`src/rtl/mem_arb_pkg.sv`:
```
// Shared types and limits for the two-requester memory arbiter.
package mem_arb_pkg;

    typedef enum logic [1:0] {
        IDLE   = 2'd0,
        ACCESS = 2'd1,
        WAIT   = 2'd2,
        RESP   = 2'd3
    } arb_state_t;

    typedef enum logic {
        OWN_IF = 1'b0,
        OWN_LS = 1'b1
    } owner_t;

    localparam int RD_LATENCY_MAX = 7;

endpackage

```
`src/rtl/mem_arb_grant.sv`:
```
// Combinational winner select between IF and LSU requests.
// MEM_ARB_RR_EN: round-robin on ties; otherwise LSU always beats IF.
module mem_arb_grant
    import mem_arb_pkg::*;
(
    input  logic [1:0] i_state,
    input  logic       i_if_valid,
    input  logic       i_ls_valid,
`ifdef MEM_ARB_RR_EN
    input  logic       i_rr_ptr,
`endif
    output logic       o_grant_if,
    output logic       o_grant_ls
);

    logic w_idle;

    assign w_idle = (i_state == 2'(IDLE));

`ifdef MEM_ARB_RR_EN
    // i_rr_ptr holds the last granted owner; the other side wins a tie.
    assign o_grant_ls = w_idle & i_ls_valid & (~i_if_valid | (i_rr_ptr == OWN_IF));
    assign o_grant_if = w_idle & i_if_valid & (~i_ls_valid | (i_rr_ptr == OWN_LS));
`else
    assign o_grant_ls = w_idle & i_ls_valid;
    assign o_grant_if = w_idle & i_if_valid & ~i_ls_valid;
`endif

endmodule

```
`src/rtl/mem_arbiter.sv`:
```
// Two-requester (IF read-only, LSU read/write) arbiter onto a single-ported memory.
// Optional MEM_ARB_RR_EN macro selects round-robin tie-breaking instead of LSU priority.
module mem_arbiter
    import mem_arb_pkg::*;
#(
    parameter int ADDR_W     = 32,
    parameter int DATA_W     = 32,
    parameter int RD_LATENCY = 1
) (
    input  logic              clk,
    input  logic              rst,
    // Handshake: a request transfers on a rising edge where valid and ready are both 1;
    // ready is only raised in IDLE for the winner, and requesters hold payload until then.
    input  logic              if_req_valid,
    output logic              if_req_ready,
    input  logic [ADDR_W-1:0] if_addr,
    output logic              if_rsp_valid,
    output logic [DATA_W-1:0] if_rdata,
    input  logic              ls_req_valid,
    output logic              ls_req_ready,
    input  logic [ADDR_W-1:0] ls_addr,
    input  logic [DATA_W-1:0] ls_wdata,
    input  logic              ls_we,
    output logic              ls_rsp_valid,
    output logic [DATA_W-1:0] ls_rdata,
    output logic              mem_en,
    output logic              mem_we,
    output logic [ADDR_W-1:0] mem_addr,
    output logic [DATA_W-1:0] mem_wdata,
    input  logic [DATA_W-1:0] mem_rdata,
    output logic              busy,
    output logic              owner
);

    localparam int              CNT_W    = $clog2(RD_LATENCY + 1);
    localparam logic [CNT_W-1:0] CNT_LAST = CNT_W'(RD_LATENCY - 1);

    arb_state_t        r_state;
    arb_state_t        w_next;
    logic [ADDR_W-1:0] r_addr;
    logic [DATA_W-1:0] r_wdata;
    logic              r_we;
    logic              r_owner;
    logic [CNT_W-1:0]  r_cnt;
    logic [DATA_W-1:0] r_if_rdata;
    logic [DATA_W-1:0] r_ls_rdata;
    logic              w_grant_if;
    logic              w_grant_ls;
    logic              w_accept;
    logic              w_wait_done;

`ifdef MEM_ARB_RR_EN
    logic r_rr_ptr;

    always_ff @(posedge clk or posedge rst) begin
        if (rst) begin
            r_rr_ptr <= OWN_IF;
        end else if (w_accept) begin
            r_rr_ptr <= w_grant_ls;
        end
    end
`endif

    mem_arb_grant u_grant (
        .i_state    (r_state),
        .i_if_valid (if_req_valid),
        .i_ls_valid (ls_req_valid),
`ifdef MEM_ARB_RR_EN
        .i_rr_ptr   (r_rr_ptr),
`endif
        .o_grant_if (w_grant_if),
        .o_grant_ls (w_grant_ls)
    );

    assign w_accept    = w_grant_if | w_grant_ls;
    assign w_wait_done = (r_state == WAIT) && (r_cnt == CNT_LAST);

    always_comb begin
        w_next = r_state;
        case (r_state)
            IDLE:    if (w_accept) w_next = ACCESS;
            ACCESS:  w_next = r_we ? RESP : WAIT;
            WAIT:    if (w_wait_done) w_next = RESP;
            RESP:    w_next = IDLE;
            default: w_next = IDLE;
        endcase
    end

    always_ff @(posedge clk or posedge rst) begin
        if (rst) begin
            r_state <= IDLE;
        end else begin
            r_state <= w_next;
        end
    end

    always_ff @(posedge clk or posedge rst) begin
        if (rst) begin
            r_addr     <= '0;
            r_wdata    <= '0;
            r_we       <= 1'b0;
            r_owner    <= OWN_IF;
            r_cnt      <= '0;
            r_if_rdata <= '0;
            r_ls_rdata <= '0;
        end else begin
            // IF has no write path, so its grant latches zero write data.
            if (w_accept) begin
                r_addr  <= w_grant_ls ? ls_addr : if_addr;
                r_wdata <= w_grant_ls ? ls_wdata : '0;
                r_we    <= w_grant_ls & ls_we;
                r_owner <= w_grant_ls;
            end
            if (r_state == WAIT) begin
                if (w_wait_done) begin
                    r_cnt <= '0;
                    if (r_owner == OWN_LS) begin
                        r_ls_rdata <= mem_rdata;
                    end else begin
                        r_if_rdata <= mem_rdata;
                    end
                end else begin
                    r_cnt <= r_cnt + CNT_W'(1);
                end
            end
        end
    end

    assign if_req_ready = w_grant_if;
    assign ls_req_ready = w_grant_ls;
    assign mem_en       = (r_state == ACCESS);
    assign mem_we       = (r_state == ACCESS) & r_we;
    assign mem_addr     = r_addr;
    assign mem_wdata    = r_wdata;
    assign if_rsp_valid = (r_state == RESP) & (r_owner == OWN_IF);
    assign ls_rsp_valid = (r_state == RESP) & (r_owner == OWN_LS);
    assign if_rdata     = r_if_rdata;
    assign ls_rdata     = r_ls_rdata;
    assign busy         = (r_state != IDLE);
    assign owner        = r_owner;

endmodule

```
`config.mk`:
```
export PLATFORM = sky130hd
export DESIGN_NAME = mem_arbiter
export DESIGN_NICKNAME = d
export VERILOG_FILES = /design/src/rtl/mem_arb_pkg.sv /design/src/rtl/mem_arb_grant.sv /design/src/rtl/mem_arbiter.sv
export SDC_FILE = /design/constraint.sdc
export NUM_CORES = 1
export LEC_CHECK = 0
export ABC_AREA = 1
export BUFFER_PORTS_ARGS = -buffer_cell sky130_fd_sc_hd__buf_2
export CAP_MARGIN = 20
export CORE_MARGIN = 1.5
export CORE_UTILIZATION = 47
export DETAILED_ROUTE_END_ITERATION = 12
export PLACE_DENSITY_LB_ADDON = 0.15
export SETUP_SLACK_MARGIN = 0.2
export SYNTH_ARGS = -nofsm -noshare
export SYNTH_HDL_FRONTEND = slang
export SYNTH_SLANG_ARGS = --single-unit
```
`constraint.sdc`:
```
create_clock -name clk -period 4.7 [get_ports clk]
set_clock_uncertainty 0.05 [all_clocks]
set_input_delay 0.235 -clock clk [delete_from_list [all_inputs] [get_ports clk]]
set_output_delay 0.235 -clock clk [all_outputs]
set_load 0.02 [all_outputs]
```
==> results by stage, run 1 <==
STA:
- Setup violations remaining at the end of the flow were counted as 0.
- The count of pins over their slew limit is 0.
- The least setup slack across all paths after layout is 1.826 ns.
- The peak clock frequency supported by timing is 348.0 MHz.
- The setup TNS after final layout is 0 ns.
- The count of endpoints failing hold in the final timing report is 0.
- The final period demand of the worst path is 2.874 ns.
- The final-layout worst hold slack is 0.01093 ns.
- Headroom to the max-slew limit came out at 33.79%.
- Setup repair after global routing left no endpoint under its margin.
- The worst path uses 61.15% of the clock period.
- The transition time at the pin with the least slew margin is 0.9932 ns.

Synth:
- Counting every instance in the synthesized netlist gives 669.
- After synthesis, the most frequently instantiated cells are sky130_fd_sc_hd__nand2_1, sky130_fd_sc_hd__dfrtp_1, sky130_fd_sc_hd__nand3_1, sky130_fd_sc_hd__o21ai_0, sky130_fd_sc_hd__inv_1.
- The fraction of the mapped netlist area in adder cells is 1.106%.
- The synthesized netlist devotes 0% of its cell area to XOR and XNOR gates.
- In the synthesized netlist the dominant register cell turns out to be sky130_fd_sc_hd__dfrtp_1.
- The cell type with the highest aggregate area in the netlist is sky130_fd_sc_hd__dfrtp_1.
- The synthesized area per cell is 8.452 um2.
- Summing every instance area after synthesis gives 5654 um2.
- The portion of synthesized cell area occupied by the leading cell type is 58.86%.
- After synthesis, the cell types taking the most area are sky130_fd_sc_hd__dfrtp_1, sky130_fd_sc_hd__nand2_1, sky130_fd_sc_hd__nand3_1.
- The most used standard cell by instance count after synthesis is sky130_fd_sc_hd__nand2_1.
- The simple-gate share of the synthesized area is 27.66%.
- Synthesis produced a netlist with a net count of 807.
- Yosys mapped a number of flops with a built-in enable equal to 0.
- The compound-gate portion of the synthesized area is 5.753%.
- The number of different library cells used by synthesis comes to 13.
- The sequential share of the synthesized area is 58.86%.
- Measured against the total synthesized area, the mux share comes to 0%.
- By area, the combinational part of the netlist is dominated by simple AND/OR/NAND/NOR gates.
- The share of flip-flops with an asynchronous set or reset after synthesis is 100.0%.
- For this run, the number of Yosys warnings is 0.
- The flop and latch count out of synthesis is 133.

Cells and area:
- The core utilization of the finished layout is 67.84%.
- The area overhead of the layout relative to synthesis is 38.75%.
- The final-layout fill cell count is 958.
- The net count of the finished layout is 1,074.
- The share of final-layout standard cells stronger than drive strength 1 is 33.19%.
- The repair_antennas step left the layout with diodes totalling 0.

Clock network:
- The maximum level of the CTS H-tree is 4.
- After clock tree synthesis, the setup repair step added 0 buffers.
- TritonCTS built the clock tree.
- After clock tree synthesis, the clock-pin slew on the worst setup and hold paths is 0.05 ns.
- The total CTS buffers is 17.
- The clock sink count is 133.
- The buffer levels on the longest clock path is 2.
- The later pin in the worst-skew pair is clocked with a latency of 0.41 ns.
- The number of gates given a new drive strength after cts is 0.
- The tree is rooted in a sky130_fd_sc_hd__clkbuf_16.

Run status:
- The flow ran to the end, and the final reports show no timing, DRC or antenna violations.

Critical path:
- The worst setup path is of the reg -> out kind.
- STA puts the critical path data arrival time at 2.59 ns.
- In this run the critical register-to-register path is launched from r_state[0]$_DFFE_PP0P_.
- The critical path capture point is ls_req_ready.
- The data required time of the critical path is 4.41 ns.
- STA classifies the critical path endpoint as a primary output.
- For this run, the slowest stage of the critical path takes 0.45 ns.
- Counting buffers and inverters, the worst setup path is 6 cells deep.
- The worst reg-to-reg setup slack is 2.35 ns.
- The slowest stage of the critical path is the sky130_fd_sc_hd__inv_2 cell.
- In this run the critical register-to-register path is captured at mem_addr[4]$_DFFE_PP0P_.
- Together, buffers and inverters on the worst path number 4.
- The signal on the critical path passes through inv_1, ha_1, nand2_2, inv_2, buf_12, buf_2.
- The start point of the critical path is r_state[0]$_DFFE_PP0P_.
- STA classifies the critical path startpoint as a flip-flop.
- The cell family with the largest share of critical-path delay is buffers and inverters.
- The worst reg2reg path depth is 9.
- Along the worst path, the maximum fanout reaches 47.

Power and ir drop:
- Summed over all nets, the switching power comes to 2.543 mW.
- Per report_power, the sequential group accounts for 33.8% of the total.
- The share of power burned in the clock network is 22.3%.
- Of the total power, the share spent switching nets is 42.82%.
- The total power density per cell area is 757.1 nW/um2.
- The cell-internal power is 3.396 mW.
- For this design the static power due to leakage is 4.653 nW.
- Of the total power, combinational logic draws 43.8%.
- The maximum vdd ir drop is 0.3714 mV.
- Overall power consumption after layout is estimated at 5.939 mW.

Global route:
- The total overflow reported by the global router is 0.
- The wire length of the first global-routing pass is 25.38 mm.
- The global-route met2 utilization is 41.75%.
- Entering global routing, the biggest net connects 81 pins.
- The met1 demand-to-capacity share in global routing is 31.78%.
- The total routing resource utilization after global routing is 25.16%.
- The layer with the highest usage after global routing is met2.
- The number of global-route vias before repair is 5,250.
- The met3 capacity usage during global routing is 5.886%.
- The number of antenna violations at the first check in global routing is 0.

Route:
- The first TritonRoute pass finished after 6 iterations.
- The routed wire length is 15.44 mm.
- The detailed router placed 5,472 vias in this run.
- After detailed routing, the number of remaining DRC violations is 0.
- Dividing the detail-routed wire length by the instance count gives 14.14 um.
- The first-iteration detailed-routing DRC count is 454.
- In this run the remaining antenna-violating nets after routing total 0.
- After detailed routing, the number of vias per cell comes to 5.011.

Place:
- Timing analysis after detailed placement gives a worst setup slack of 1.877 ns.
- The half-perimeter wire length after placement is 10.35 mm.
- The congestion estimate from routability-driven global placement came to 0.8808.
- During placement, the flow inserted port buffers numbering 268.

Floorplan:
- The count of boundary I/O pins is 269.
- The floorplan step defined a die boundary enclosing 12,700 um2.
- The floorplan has 39 rows.
- The die extent in y is 112.7 um.
- The area of the placeable core is 11,560 um2.
- Once the floorplan was initialized, standard cells occupied 48.89% of the core.
- Measured along the x axis, the die boundary spans 112.7 um.

Worst hold path:
- The worst hold path belongs to the class in -> reg.

Run:
- The max-cap violation count is 0.
-- worst min path at each step --
stage                                   from                   endpoint  slack (ns)  cells past startpoint
floorplan                        ls_wdata[0]   mem_wdata[0]$_DFFE_PP0P_        0.33                      2
global placement    ls_rdata[13]$_DFFE_PP0P_   ls_rdata[13]$_DFFE_PP0P_        0.41                      2
detailed placement   if_rdata[6]$_DFFE_PP0P_    if_rdata[6]$_DFFE_PP0P_        0.42                      2
CTS                             ls_wdata[27]  mem_wdata[27]$_DFFE_PP0P_      0.0007                      3
global route                     ls_wdata[6]   mem_wdata[6]$_DFFE_PP0P_       0.007                      3
finish                          ls_wdata[27]  mem_wdata[27]$_DFFE_PP0P_        0.01                      3
-- cells by family after synthesis --
family	count (synthesis)
and+or+nand+nor	378
DFF	133
buffers and inverters	88
AOI/OAI and AO/OA	65
adders and majority gates	5
-- layer usage --
layer,vias to the layer above,routed length (um)
li1,2646,-
met1,2523,6288
met2,272,7600
met3,31,1184
met4,0,367
met5,-,0
-- cell usage in the layout, fill, tap and decap left out, drive strengths merged --
cell type    count
nor2             2
clkinv           6
dlygate4sd3     14
inv             45
nand3          106
o21ai           65
ha               5
clkbuf          19
bufinv           3
dfrtp          133
clkinvlp         4
buf            277
nand2          270
-- registers in the layout (all words and copies together), names as in the netlist --
signal / flops
r_state: 2
ls_rdata: 32
owner: 1
mem_wdata: 32
if_rdata: 32
r_we: 1
r_cnt: 1
mem_addr: 32
-- stage by stage --
stage	cell area (um2)	instances
CTS	7757	1088
detailed placement	7017	1042
finish	7845	1092
floorplan	5654	669
global placement	7017	1042
global route	7845	1092
-- worst reg2reg max path: stages (launching register included) --
cell and delay [ns]:
sky130_fd_sc_hd__dfrtp_1 0.43, sky130_fd_sc_hd__inv_1 0.15, sky130_fd_sc_hd__ha_1 0.26, sky130_fd_sc_hd__nand2_2 0.39, sky130_fd_sc_hd__inv_2 0.46, sky130_fd_sc_hd__buf_12 0.28, sky130_fd_sc_hd__nand2_1 0.09, sky130_fd_sc_hd__nand2_1 0.07
sky130_fd_sc_hd__nand2_1 0.06, sky130_fd_sc_hd__nand2_1 0.06
-- power by group through the flow --
stage,sequential (mW),combinational [mW],clock [mW]
2_1_floorplan,2.68,0.990,0
3_3_place_gp,1.99,2.49,0
3_5_place_dp,2.01,2.56,0
4_1_cts,2.00,2.58,1.35
5_1_grt,2.07,2.86,1.40
6_report,2.01,2.60,1.33
-- cell type report --
class,count,area (um2),share of cell area [%]
Timing Repair Buffer,291,1607,20.48
Sequential cell,133,3328,42.42
Inverter,45,171.4,2.185
Clock buffer,19,442.9,5.646
Clock inverter,13,157.7,2.010
Tap cell,143,178.9,2.281
Multi-Input combinational cell,448,1959,24.98
-- what timing repair did --
item,CTS,global route
hold endpoints to repair,44,0
hold buffers,14,0
endpoints found under the setup margin,0,0
Power figures use the tool's default switching activity.
==> inputs of run 2 (changes only) <==
- clock period: 4.7 -> 2.9 ns (I/O delays scaled with it)
==> results by stage, run 2 (synthesized netlist as in run 1, its figures left out) <==
Critical path:
- The worst reg-to-reg setup slack is 0.52 ns (was 2.35 ns).
- The data required time of the critical path was 2.71 ns (was 4.41 ns).
- The type of destination of the critical path is a primary output (unchanged).
- The worst stage delay on the critical path is 0.56 ns (was 0.45 ns).
- The worst path arrival time is 2.18 ns (was 2.59 ns).
- The cell family with the largest share of critical-path delay is buffers and inverters (unchanged).
- Worst path cell trace: inv_1, ha_1, nand3_2, buf_4, inv_1, buf_2 (was inv_1, ha_1, nand2_2, inv_2, buf_12, buf_2).
- Counting stages on the worst path, the most repeated cell is sky130_fd_sc_hd__inv_1.
- The type of origin of the critical path is a flip-flop (unchanged).
- The total buffers and inverters traversed by the critical path came to 4 (unchanged).
- The type of the setup path with the least slack is reg -> out (unchanged).
- The slowest library cell on the worst path is sky130_fd_sc_hd__buf_4 (was sky130_fd_sc_hd__inv_2).
- The largest driver fanout on the critical path is 67 (was 47).

Place:
- The area after detailed placement is 7073 um2 (was 7017 um2).
- The count of port buffers added during placement came to 268 (unchanged).
- The cell count after placement came to 1,046 (was 1,042).
- The global placement routability congestion is 0.7997 (was 0.8808).
- The half-perimeter wire length after placement came to 10.54 mm (was 10.35 mm).

Route:
- The remaining antenna violation count was 0 (unchanged).
- The total via count after detailed routing came to 6,121 (was 5,472).
- The total DRC errors in the routed layout is 0 (unchanged).
- The post-detailed-route via-to-cell ratio was 5.075 (was 5.011).
- The first-iteration detailed-routing DRC count is 472 (was 454).
- The average wire per standard cell is 14.99 um (was 14.14 um).
- The routed wire length is 18.08 mm (was 15.44 mm).
- The first-pass iteration count of the detailed router came to 5 (was 6).

STA:
- The setup TNS after final layout is 0 ns (unchanged).
- Based on the critical path, the design can be clocked at up to 420.2 MHz.
- The count of endpoints failing hold in the final timing report is 0 (unchanged).
- The transition time at the pin with the least slew margin is 0.6928 ns (was 0.9932 ns).
- Counting I/O delays and the setup requirement, the final critical path takes 2.380 ns.
- The count of pins over their slew limit is 0 (unchanged).
- The worst path uses 82.06% of the clock period.
- Unrepaired setup endpoints after global routing: no (unchanged).
- The final count of negative-setup-slack endpoints is 0 (unchanged).
- The headroom to the max-slew limit is 53.81% (was 33.79%).

Cells and area:
- Leading cell types in the layout, fill and taps excluded: sky130_fd_sc_hd__nand2_1, sky130_fd_sc_hd__buf_2, sky130_fd_sc_hd__dfrtp_1, sky130_fd_sc_hd__dlygate4sd3_1, sky130_fd_sc_hd__nand3_1 (was sky130_fd_sc_hd__nand2_1, sky130_fd_sc_hd__buf_2, sky130_fd_sc_hd__dfrtp_1, sky130_fd_sc_hd__nand3_1, sky130_fd_sc_hd__o21ai_0).
- The net total in the final layout is 1,190 (was 1,074).
- The antenna diode count was 0 (unchanged).
- The share of final-layout standard cells stronger than drive strength 1 is 29.44% (was 33.19%).
- The core utilization of the finished layout is 77.83% (was 67.84%).
- The area overhead of the layout relative to synthesis came to 59.19% (was 38.75%).
- The post-route non-filler standard cell count is 1,206 (was 1,092).
- The post-route standard cell area excluding fillers is 9001 um2 (was 7845 um2).

Floorplan:
- The die boundary width is 112.7 um (unchanged).
- The total die area was 12,700 um2 (unchanged).
- The site row count is 39 (unchanged).
- The area of the placeable core is 11,560 um2 (unchanged).
- The starting density of the core came to 48.89% (unchanged).
- The count of boundary I/O pins is 269 (unchanged).
- The die extent in y was 112.7 um (unchanged).

Worst hold path:
- The type of the tightest min-delay check is in -> reg (unchanged).

Global route:
- The total routing resource utilization after global routing is 29.18% (was 25.16%).
- The wire length of the first global-routing pass is 29.26 mm (was 25.38 mm).
- The pin count of the biggest net entering global routing was 80 (was 81).
- The number of antenna violations at the first check in global routing is 0 (unchanged).
- The total overflow reported by the global router is 0 (unchanged).
- The number of global-route vias before repair is 6,308 (was 5,250).

Power and ir drop:
- The maximum vdd ir drop came to 0.6593 mV (was 0.3714 mV).
- The total power density per cell area is 1111 nW/um2 (was 757.1 nW/um2).
- The total chip power is 10.00 mW (was 5.939 mW).
- The static power due to leakage is 5.143 nW (was 4.653 nW).

Clock network:
- The buffer count from post-CTS setup fixing is 0 (unchanged).
- The total CTS buffers is 17 (unchanged).
- The worst-skew pair later-pin latency is 0.40 ns (was 0.41 ns).
- The buffer cell driving the clock tree root is sky130_fd_sc_hd__clkbuf_16 (unchanged).
- The buffer levels on the longest clock path is 2 (unchanged).
- The maximum level of the CTS H-tree is 4 (unchanged).
- The TritonCTS clock tree is yes (unchanged).
- The register clock-pin slew on the reported worst setup and hold paths was 0.05 ns (about the same).
- The clock sink count came to 133 (unchanged).

Run:
- The max-cap violation count was 0 (unchanged).

Run status:
- Run status: completed (unchanged).
-- run 2: cell types whose count changed in the layout (fill, tap and decap cells not counted), moves of 2 or more --
cell	previous run	this run
sky130_fd_sc_hd__buf_4	5	7
sky130_fd_sc_hd__clkinv_2	4	2
sky130_fd_sc_hd__dlygate4sd3_1	14	128
sky130_fd_sc_hd__clkbuf_1	1	3
-- run 2: final timing paths --
kind / startpoint / end / cells after the start
max: r_state[0]$_DFFE_PP0P_ / if_req_ready / 6
min: if_addr[30] / mem_addr[30]$_DFFE_PP0P_ / 5
max reg2reg: r_state[0]$_DFFE_PP0P_ / mem_addr[1]$_DFFE_PP0P_ / 10
min reg2reg: ls_rdata[12]$_DFFE_PP0P_ / ls_rdata[12]$_DFFE_PP0P_ / 2
max in group asynchronous: rst / mem_wdata[9]$_DFFE_PP0P_ / 4
min in group asynchronous: rst / ls_rdata[2]$_DFFE_PP0P_ / 3
-- run 2: final cells by class --
| type | count | area (um2) |
|---|---|---|
| inverter | 45 | 175.2 |
| tap | 143 | 178.9 |
| sequential | 133 | 3328 |
| multi-input combinational | 448 | 1959 |
| timing repair buffer | 407 | 2755 |
| clock inverter | 9 | 153.9 |
| clock buffer | 21 | 450.4 |
| fill | 740 | 2564 |
-- run 2: through the flow --
stage / setup slack (ns) / hold WS, ns
2_1_floorplan: 1.054 / 0.2398
3_3_place_gp: 0.6891 / 0.1218
6_report: 0.5202 / 0.02043
4_1_cts: 0.3882 / 0.001364
5_1_grt: 0.3346 / 0.03643
3_5_place_dp: 0.5136 / 0.1151
-- run 2: worst register-to-register path, stage by stage (launching register included) --
cell                            delay (ns)
sky130_fd_sc_hd__dfrtp_1              0.43
sky130_fd_sc_hd__inv_1                0.15
sky130_fd_sc_hd__ha_1                 0.26
sky130_fd_sc_hd__nand2_2              0.10
sky130_fd_sc_hd__inv_4                0.26
sky130_fd_sc_hd__buf_4                0.28
sky130_fd_sc_hd__nand2_1              0.08
sky130_fd_sc_hd__nand2_1              0.07
sky130_fd_sc_hd__dlygate4sd3_1        0.55
sky130_fd_sc_hd__nand2_1              0.05
sky130_fd_sc_hd__nand2_1              0.06
-- run 2: routing by layer --
| layer | GRT usage, % | share of wire [%] | up-vias |
|---|---|---|---|
| li1 | - | - | 2885 |
| met1 | 32.14 | 38 | 2888 |
| met2 | 52.40 | 51 | 284 |
| met3 | 6.695 | 6.4 | 64 |
| met4 | 15.44 | 4.1 | 0 |
| met5 | 0 | 0 | - |
-- run 2: repair_timing --
item,4_1_cts,5_1_grt
endpoints found under the hold margin,144,0
hold buffers,128,0
resized for setup,0,2
setup endpoints to repair,0,4
-- run 2: report_power, final --
group	leakage, nW	switching, mW	internal (mW)
clock	0.289	0.756	1.45
sequential	1.68	0.535	2.77
combinational	3.17	2.93	1.56
total	5.14	4.22	5.78
==> inputs of run 3 (changes only) <==
- CORE_UTILIZATION: 47 -> 42
- clock period: 2.9 -> 2 ns (I/O delays scaled with it)
==> results by stage, run 3 (synthesized netlist as in run 1, its figures left out) <==
Power and ir drop:
- The static power due to leakage was 5.282 nW (was 5.143 nW).
- The fraction of power consumed by combinational cells is 44.5% (was 44.9%).
- The maximum vdd ir drop is 0.6407 mV (was 0.6593 mV).
- The switching power is 6.190 mW (was 4.225 mW).
- The sequential share of power was 31.7% (was 33.0%).
- The switching part of the total was 41.48% (was 42.23%).
- The total power density per cell area is 1595 nW/um2 (was 1111 nW/um2).
- The cell-internal power came to 8.731 mW (was 5.778 mW).
- The share of power burned in the clock network is 23.8% (was 22.0%).

Cells and area:
- The area overhead of the layout relative to synthesis is 65.43% (was 59.19%).
- The share of final-layout standard cells stronger than drive strength 1 was 30.76% (was 29.44%).
- The post-route non-filler standard cell count is 1,252 (was 1,206).
- The net total in the final layout is 1,202 (was 1,190).
- Leading cell types in the layout, fill and taps excluded: sky130_fd_sc_hd__nand2_1, sky130_fd_sc_hd__buf_2, sky130_fd_sc_hd__dfrtp_1, sky130_fd_sc_hd__dlygate4sd3_1, sky130_fd_sc_hd__nand3_1 (unchanged).
- The antenna diode count came to 0 (unchanged).
- The post-route standard cell area excluding fillers is 9354 um2 (was 9001 um2).
- The most frequent standard cell in the layout excluding fill and tap cells is sky130_fd_sc_hd__nand2_1.

STA:
- The least setup slack across all paths after layout was 0.2947 ns (was 0.5202 ns).
- The final count of negative-setup-slack endpoints came to 0 (unchanged).
- The setup TNS after final layout came to 0 ns (unchanged).
- The final critical path takes up 85.27% of the cycle.
- The count of pins over their slew limit is 0 (unchanged).
- The count of endpoints failing hold in the final timing report is 0 (unchanged).
- The headroom to the max-slew limit is 73.58% (was 53.81%).
- Timing would allow up to 586.4 MHz.
- The routed design could run at a clock period as short as 1.705 ns.
- Unrepaired setup endpoints after global routing: no (unchanged).
- The transition time at the pin with the least slew margin was 0.3955 ns (was 0.6928 ns).

Global route:
- The number of global-route vias before repair was 6,064 (was 6,308).
- The pin count of the biggest net entering global routing is 76 (was 80).
- The number of antenna violations at the first check in global routing is 0 (unchanged).
- The wire length of the first global-routing pass is 29.21 mm (was 29.26 mm).
- The total overflow reported by the global router is 0 (unchanged).
- The total routing resource utilization after global routing came to 25.93% (was 29.18%).

Route:
- The first-iteration detailed-routing DRC count is 460 (was 472).
- The remaining antenna violation count is 0 (unchanged).
- The first-pass iteration count of the detailed router is 5 (unchanged).
- The total DRC errors in the routed layout is 0 (unchanged).
- The post-detailed-route via-to-cell ratio was 4.847 (was 5.075).
- The routed wire length is 18.28 mm (was 18.08 mm).
- The average wire per standard cell is 14.60 um (was 14.99 um).
- The total via count after detailed routing is 6,068 (was 6,121).

Critical path:
- The type of origin of the critical path is a flip-flop (unchanged).
- The data required time of the critical path is 1.85 ns (was 2.71 ns).
- The worst stage delay on the critical path is 0.43 ns (was 0.56 ns).
- The worst path arrival time was 1.56 ns (was 2.18 ns).
- The type of the setup path with the least slack is reg -> out (unchanged).
- The largest driver fanout on the critical path came to 16 (was 67).
- Worst path cell trace: inv_2, ha_4, nand3_4, buf_12, inv_1, buf_4 (was inv_1, ha_1, nand3_2, buf_4, inv_1, buf_2).
- The type of destination of the critical path is a primary output (unchanged).
- The slowest library cell on the worst path is sky130_fd_sc_hd__dfrtp_2 (was sky130_fd_sc_hd__buf_4).

Clock network:
- The maximum level of the CTS H-tree is 4 (unchanged).
- The buffer levels on the longest clock path was 2 (unchanged).
- The buffer cell driving the clock tree root is sky130_fd_sc_hd__clkbuf_16 (unchanged).
- The clock sink count is 133 (unchanged).
- The TritonCTS clock tree is yes (unchanged).
- The total CTS buffers is 17 (unchanged).
- The worst-skew pair later-pin latency was 0.41 ns (was 0.40 ns).
- The register clock-pin slew on the reported worst setup and hold paths came to 0.06 ns (was 0.05 ns).

Place:
- The half-perimeter wire length after placement is 10.56 mm (was 10.54 mm).
- The count of port buffers added during placement is 268 (unchanged).
- The cell count after placement came to 1,084 (was 1,046).
- The global placement routability congestion was 0.7567 (was 0.7997).
- The worst setup slack before clock tree synthesis is 0.3367 ns (was 0.5136 ns).
- The area after detailed placement was 7202 um2 (was 7073 um2).

Floorplan:
- The total die area is 14,170 um2 (was 12,700 um2).
- The die boundary width is 119.0 um (was 112.7 um).
- The site row count was 42 (was 39).
- The starting density of the core is 42.87% (was 48.89%).
- The count of boundary I/O pins is 269 (unchanged).
- The area of the placeable core is 13,190 um2 (was 11,560 um2).
- The die extent in y was 119.0 um (was 112.7 um).

Run:
- The max-cap violation count is 0 (unchanged).

Worst hold path:
- The type of the tightest min-delay check was in -> reg (unchanged).

Run status:
- Run status: completed (unchanged).
==> run 3: metrics by stage <==
stage | util (%) | total power, mW | hold slack [ns]
6_report | 70.92 | 14.92 | 0.1215
5_1_grt | 70.92 | 15.83 | 0.1352
4_1_cts | 70.70 | 14.92 | 0.1088
3_5_place_dp | 54.60 | 10.91 | 0.06799
3_3_place_gp | 54.60 | 10.78 | 0.06896
2_1_floorplan | - | 8.616 | 0.1948
==> run 3: power by group through the flow <==
| stage | sequential, mW | clock [mW] | combinational [mW] |
|---|---|---|---|
| 2_1_floorplan | 6.29 | 0 | 2.33 |
| 6_report | 4.73 | 3.55 | 6.64 |
| 3_5_place_dp | 4.73 | 0 | 6.18 |
| 4_1_cts | 4.71 | 3.61 | 6.60 |
| 5_1_grt | 4.88 | 3.72 | 7.23 |
| 3_3_place_gp | 4.70 | 0 | 6.08 |
==> run 3: worst max-delay path: cells and delay by family (launching register included) <==
family / cells / cell delay (ns)
buf+inv: 4 / 0.44
fa+ha+maj: 1 / 0.17
flops: 1 / 0.43
simple gates: 1 / 0.11
==> run 3: area by class of cell <==
type	count	area, um2
fill	1012	3836
sequential	133	3329
timing repair buffer	419	2968
multi-input combinational	448	1987
clock buffer	17	425.4
clock inverter	14	249.0
tap	176	220.2
inverter	45	175.2
==> run 3: path summary, 6_finish.rpt <==
check                                         start                  endpoint  slack, ns  depth (start not counted)
max                          r_state[0]$_DFFE_PP0P_              if_req_ready       0.29                          6
min                                    ls_req_valid         owner$_DFFE_PP0P_       0.12                          4
max reg2reg                  r_state[0]$_DFFE_PP0P_  if_rdata[30]$_DFFE_PP0P_       0.36                          7
min reg2reg                if_rdata[16]$_DFFE_PP0P_  if_rdata[16]$_DFFE_PP0P_       0.43                          2
max in group asynchronous                       rst   ls_rdata[1]$_DFFE_PP0P_       1.01                          4
min in group asynchronous                       rst   ls_rdata[6]$_DFFE_PP0P_       0.20                          3
==> run 3: layer usage <==
layer / global-route usage [%] / part of all wire, %
met1: 31.57 / 41
met2: 43.57 / 49
met3: 6.226 / 6.1
met4: 11.90 / 3.0
met5: 0 / 0
==> run 3: what timing repair did <==
item | in CTS | in global routing
setup endpoints to repair | 2 | 29
cloned | 3 | 0
hold buffers | 130 | 0
resized for setup | 9 | 4
endpoints found under the hold margin | 187 | 0
buffers inserted | 2 | 2
